### config.mk
export PLATFORM = sky130hd
export DESIGN_NAME = gate_op_arbiter
export DESIGN_NICKNAME = d
export VERILOG_FILES = /design/src/rtl/gate_ops_pkg.sv /design/src/rtl/logic_unit.sv /design/src/rtl/gate_op_arbiter.sv
export SDC_FILE = /design/constraint.sdc
export NUM_CORES = 1
export LEC_CHECK = 0
export ABC_AREA = 1
export ABC_CLOCK_PERIOD_IN_PS = 2100
export CORE_ASPECT_RATIO = 0.8
export CORE_UTILIZATION = 45
export CTS_BUF_LIST = sky130_fd_sc_hd__clkbuf_8
export DETAILED_ROUTE_END_ITERATION = 8
export PLACE_DENSITY = 0.88
export RECOVER_POWER = 25
export SKIP_CTS_REPAIR_TIMING = 1
export SYNTH_ARGS = -nofsm -noshare
export SYNTH_HDL_FRONTEND = slang
export SYNTH_HIERARCHICAL = 1
export SYNTH_SLANG_ARGS = --single-unit
### constraint.sdc
create_clock -name clk -period 2.1 [get_ports clk]
set_clock_uncertainty 0.15 [all_clocks]
set_input_delay 0.42 -clock clk [delete_from_list [all_inputs] [get_ports clk]]
set_output_delay 0.42 -clock clk [all_outputs]
set_load 0.03 [all_outputs]
### src/rtl/gate_ops_pkg.sv
// rtl/gate_ops_pkg.sv - opcode constants and FSM state encoding for the gate-op arbiter
package gate_ops_pkg;

    localparam logic [2:0] OP_AND  = 3'd0;
    localparam logic [2:0] OP_OR   = 3'd1;
    localparam logic [2:0] OP_NOTA = 3'd2;
    localparam logic [2:0] OP_NAND = 3'd3;
    localparam logic [2:0] OP_NOR  = 3'd4;
    localparam logic [2:0] OP_XOR  = 3'd5;
    localparam logic [2:0] OP_XNOR = 3'd6;
    localparam logic [2:0] OP_RSVD = 3'd7;

    typedef enum logic [1:0] {
        ST_IDLE = 2'd0,
        ST_EXEC = 2'd1,
        ST_RESP = 2'd2
    } state_t;

endpackage

### src/rtl/logic_unit.sv
// rtl/logic_unit.sv - combinational bitwise operation unit with reserved-opcode flag
module logic_unit
    import gate_ops_pkg::*;
#(
    parameter int W = 8
) (
    input  logic [2:0]   op,
    input  logic [W-1:0] a,
    input  logic [W-1:0] b,
    output logic [W-1:0] y,
    output logic         err
);

    // Decode the opcode into a bitwise result; the reserved code yields zero plus err
    always_comb begin
        y   = '0;
        err = 1'b0;
        case (op)
            OP_AND:  y = a & b;
            OP_OR:   y = a | b;
            OP_NOTA: y = ~a;
            OP_NAND: y = ~(a & b);
            OP_NOR:  y = ~(a | b);
            OP_XOR:  y = a ^ b;
            OP_XNOR: y = ~(a ^ b);
            OP_RSVD: err = 1'b1;
        endcase
    end

endmodule

### src/rtl/gate_op_arbiter.sv
// rtl/gate_op_arbiter.sv - round-robin arbiter feeding a shared bitwise logic unit
module gate_op_arbiter
    import gate_ops_pkg::*;
#(
    parameter int N_REQ = 4,
    parameter int W     = 8
) (
    input  logic                     clk,
    input  logic                     rst_n,
    input  logic [N_REQ-1:0]         req,
    input  logic [3*N_REQ-1:0]       op,
    input  logic [W*N_REQ-1:0]       a,
    input  logic [W*N_REQ-1:0]       b,
    output logic [N_REQ-1:0]         gnt,
    output logic                     rsp_valid,
    input  logic                     rsp_ready,
    output logic [$clog2(N_REQ)-1:0] rsp_id,
    output logic [W-1:0]             rsp_data,
    output logic                     rsp_err,
    output logic                     busy
);

    localparam int IDW = $clog2(N_REQ);

    state_t         state;
    state_t         state_next;
    logic [IDW-1:0] ptr;
    logic [IDW-1:0] pick_idx;
    logic [IDW-1:0] cand;
    logic           pick_valid;
    logic [2:0]     op_sel;
    logic [W-1:0]   a_sel;
    logic [W-1:0]   b_sel;
    logic [2:0]     op_q;
    logic [W-1:0]   a_q;
    logic [W-1:0]   b_q;
    logic [W-1:0]   lu_y;
    logic           lu_err;

    // Round-robin pick: scan from ptr+1 and wrap; nearest active requester wins
    always_comb begin
        pick_valid = 1'b0;
        pick_idx   = ptr;
        cand       = ptr;
        for (int k = N_REQ; k >= 1; k--) begin
            cand = IDW'((int'(ptr) + k) % N_REQ);
            if (req[cand]) begin
                pick_valid = 1'b1;
                pick_idx   = cand;
            end
        end
    end

    // Select the picked requester's opcode and operands for latching
    always_comb begin
        op_sel = '0;
        a_sel  = '0;
        b_sel  = '0;
        for (int i = 0; i < N_REQ; i++) begin
            if (pick_idx == IDW'(i)) begin
                op_sel = op[3*i +: 3];
                a_sel  = a[W*i +: W];
                b_sel  = b[W*i +: W];
            end
        end
    end

    // Next-state logic: grant from IDLE, one EXEC cycle, RESP until consumer accepts
    always_comb begin
        state_next = state;
        case (state)
            ST_IDLE: if (pick_valid) state_next = ST_EXEC;
            ST_EXEC: state_next = ST_RESP;
            ST_RESP: if (rsp_ready) state_next = ST_IDLE;
            default: state_next = ST_IDLE;
        endcase
    end

    // State register
    always_ff @(posedge clk or negedge rst_n) begin
        if (!rst_n) state <= ST_IDLE;
        else        state <= state_next;
    end

    // Datapath: grant pulse, operand latch, response register; ptr doubles as owner id
    always_ff @(posedge clk or negedge rst_n) begin
        if (!rst_n) begin
            gnt       <= '0;
            ptr       <= IDW'(N_REQ - 1);
            op_q      <= '0;
            a_q       <= '0;
            b_q       <= '0;
            rsp_valid <= 1'b0;
            rsp_id    <= '0;
            rsp_data  <= '0;
            rsp_err   <= 1'b0;
        end else begin
            gnt <= '0;
            case (state)
                ST_IDLE: begin
                    if (pick_valid) begin
                        gnt  <= {{(N_REQ-1){1'b0}}, 1'b1} << pick_idx;
                        ptr  <= pick_idx;
                        op_q <= op_sel;
                        a_q  <= a_sel;
                        b_q  <= b_sel;
                    end
                end
                ST_EXEC: begin
                    rsp_valid <= 1'b1;
                    rsp_id    <= ptr;
                    rsp_data  <= lu_y;
                    rsp_err   <= lu_err;
                end
                ST_RESP: begin
                    if (rsp_ready) rsp_valid <= 1'b0;
                end
                default: ;
            endcase
        end
    end

    logic_unit #(.W(W)) u_logic_unit (
        .op  (op_q),
        .a   (a_q),
        .b   (b_q),
        .y   (lu_y),
        .err (lu_err)
    );

    assign busy = (state != ST_IDLE);

endmodule

==> flow_summary.ini <==
[drt]
initialDrtViolationCount = 351
wl_met2_mm = 5.44
finalWirelength_mm = 11.4
drtPass1Iterations = 7
wl_per_cell_microns = 15.0
vias = 4077
postRouteAntennaNets = 0
wl_met1_mm = 4.55
met3_length_microns = 966
highest_layer = met4
drc = 0
routed_via_density = 5.36

[yosys]
ys_warn_count = 6
seq_area_frac_synth_pct = 28.0
synth_xor_xnor_area_share_pct = 0
syn_area_sq_um = 3500
ys_ff_latch = 39
ys_types = 31
synth_compound_area_share_pct = 3.54
synth_top_family_by_area = simple AND/OR/NAND/NOR gates
synthMuxAreaShare_pct = 0
synthSimpleGateAreaFrac_pct = 50.1
synthAdderAreaFrac_pct = 5.72
syn_inst = 527
synth_area_per_cell_sq_um = 6.64
syn_nets = 626

[setup_path]
crit_buf_inv = 2
path_cells = clkinv_8 > nand2_2 > nand2_4 > nand2_4 > nand2_4 > nand2_4 > nand2_4 > nand2_4 > nand2_8 > buf_12 > nand3_1 > nand3_2 > nor2_4 > nor2_1
crit_family = simple AND/OR/NAND/NOR gates
crit_fanout = 8
crit_path_top_delay_cell = dfstp_4
cp_common_cell = nand2_4
arrival_ns = 2.34
cp.required_ns = 2.14
endpoint_kind = flip-flop
critical_path_class = reg2reg
cpPeakStageDelay_ns = 0.71
worstSetupStartpointType = flip-flop

[sta]
period_needed_ns = 2.30
setup-violations-final = 20
report.final.slew_viol_count = 0
setup_ws_ns = -0.200
tns_ns = -2.86
finalHoldViolations = 0
rsz0062_at_grt = true
period_share_pct = 110
tightest_slew_ns = 0.944
clock.fmax_mhz = 435
max-slew-margin-rel_pct = 37.1

[flow_run]
drv_cap = 0

[place]
pre_cts_slack_ns = -0.330
post_dp_cell_area_sq_um = 4670
hpwl_mm = 7.52
numPortBuffers = 99
routabilityCongestion = 0.879

[worst_hold_path]
hold_class = in2async

[die]
rows = 28
dieArea_sq_um = 8130
die_x_microns = 101
die_y_microns = 80.9
coreArea_sq_um = 7460
num_io_pins = 100
start_util_pct = 46.9

[run_status]
status = finished, violations left
violations = setup timing

[pwr]
p_leak_uw = 0.00269
ir_drop_v = 0.00149
powerDensity_nw_per_um2 = 2050
power.total_uw = 10700

[finish]
antenna_cells = 0
layout_commonest_cell = nand2_1
synthToLayoutAreaGrowth_pct = 49.8
layout_common_cells = nand2_1, clkdlybuf4s50_1, inv_1, nor2_1, nand3_1
postLayoutCoreUtil_pct = 70.2
fin_area_sq_um = 5240
nNetsFinal = 755
drive_above_1_share_pct = 22.9

[grt]
grt_overflow = 0
grt_max_degree = 40
grt_pass1_vias = 3606
antenna_found_initial = 0
grtUsageTotal_pct = 24.3
grt_pass1_wl_mm = 15.8

[clocking]
cts_tree = built
root_buffer = clkbuf_8
clock_tree.buffer_depth = 2
cts_sinks = 39
htree_levels = 2
worstSkewPairLatency_ns = 0.30
clk_pin_slew_ns = 0.07
numCtsBuffers = 5
-- routing by layer --
metal / track usage [%] / vias up
met5: 0 / -
met4: 8.99 / 0
met3: 3.79 / 55
met2: 42.9 / 252
met1: 30.3 / 1851
li1: - / 1919
-- area by class of cell --
class                      instances  area, sq um
clock buffer                       6         82.6
clock inverter                     1         5.00
fill                             516         2220
inverter                          66          265
multi-input combinational        399         2290
sequential                        39          982
tap                              105          131
timing repair buffer             145         1480
-- flip-flops by register name, indices dropped and copies added (netlist names) --
register and flops:
rsp_valid 1, ptr 2, rsp_err 1, gnt 4, b_q 8, rsp_data 8
a_q 8, state 2, rsp_id 2, op_q 3
-- cells in the mapped netlist, drive strengths merged --
| library cell | instances | area share [%] |
|---|---|---|
| buf | 22 | 4.9 |
| ha | 16 | 5.7 |
| clkbuf | 4 | 0.43 |
| nor3 | 4 | 0.57 |
| inv | 65 | 7.2 |
| nand2 | 190 | 23 |
| nand3 | 63 | 11 |
| nand4 | 27 | 4.8 |
| dfstp | 2 | 1.5 |
| a21oi | 7 | 1.1 |
| a21boi | 1 | 0.54 |
| nor2 | 75 | 10 |
| nand3b | 1 | 0.21 |
| clkinv | 1 | 0.14 |
| a22oi | 1 | 0.21 |
| dfrtp | 37 | 26 |
| o21ai | 11 | 1.7 |
-- kinds of logic after synthesis --
group                      Yosys count
DFF                                 39
buffers and inverters               92
and+or+nand+nor                    360
AOI/OAI and AO/OA                   20
adders and majority gates           16
-- metrics by stage --
| step | instances | hold WS, ns |
|---|---|---|
| 6_report | 761 | 0.189 |
| 5_1_grt | 761 | 0.287 |
| 4_1_cts | 739 | 0.0378 |
| 3_5_place_dp | 732 | 0.308 |
| 3_3_place_gp | 732 | 0.303 |
| 2_1_floorplan | 527 | -0.0256 |
-- path summary, 6_finish.rpt --
path / from / to / slack [ns] / cells past startpoint
max reg2reg: ptr[0] / b_q[4] / -0.20 / 14
min: rst_n / state[1] / 0.19 / 2
max: ptr[0] / b_q[4] / -0.20 / 14
max in group asynchronous: rst_n / rsp_err / 1.02 / 2
min reg2reg: rsp_data[4] / rsp_data[4] / 0.32 / 2
min in group clk: rsp_data[4] / rsp_data[4] / 0.32 / 2
-- report_power, final --
| part | total [uW] | internal, uW | switching, uW |
|---|---|---|---|
| clock network | 519 | 258 | 261 |
| logic | 8680 | 3590 | 5090 |
| registers | 1530 | 1150 | 376 |
Note: power is estimated with default switching activity, not from simulation.
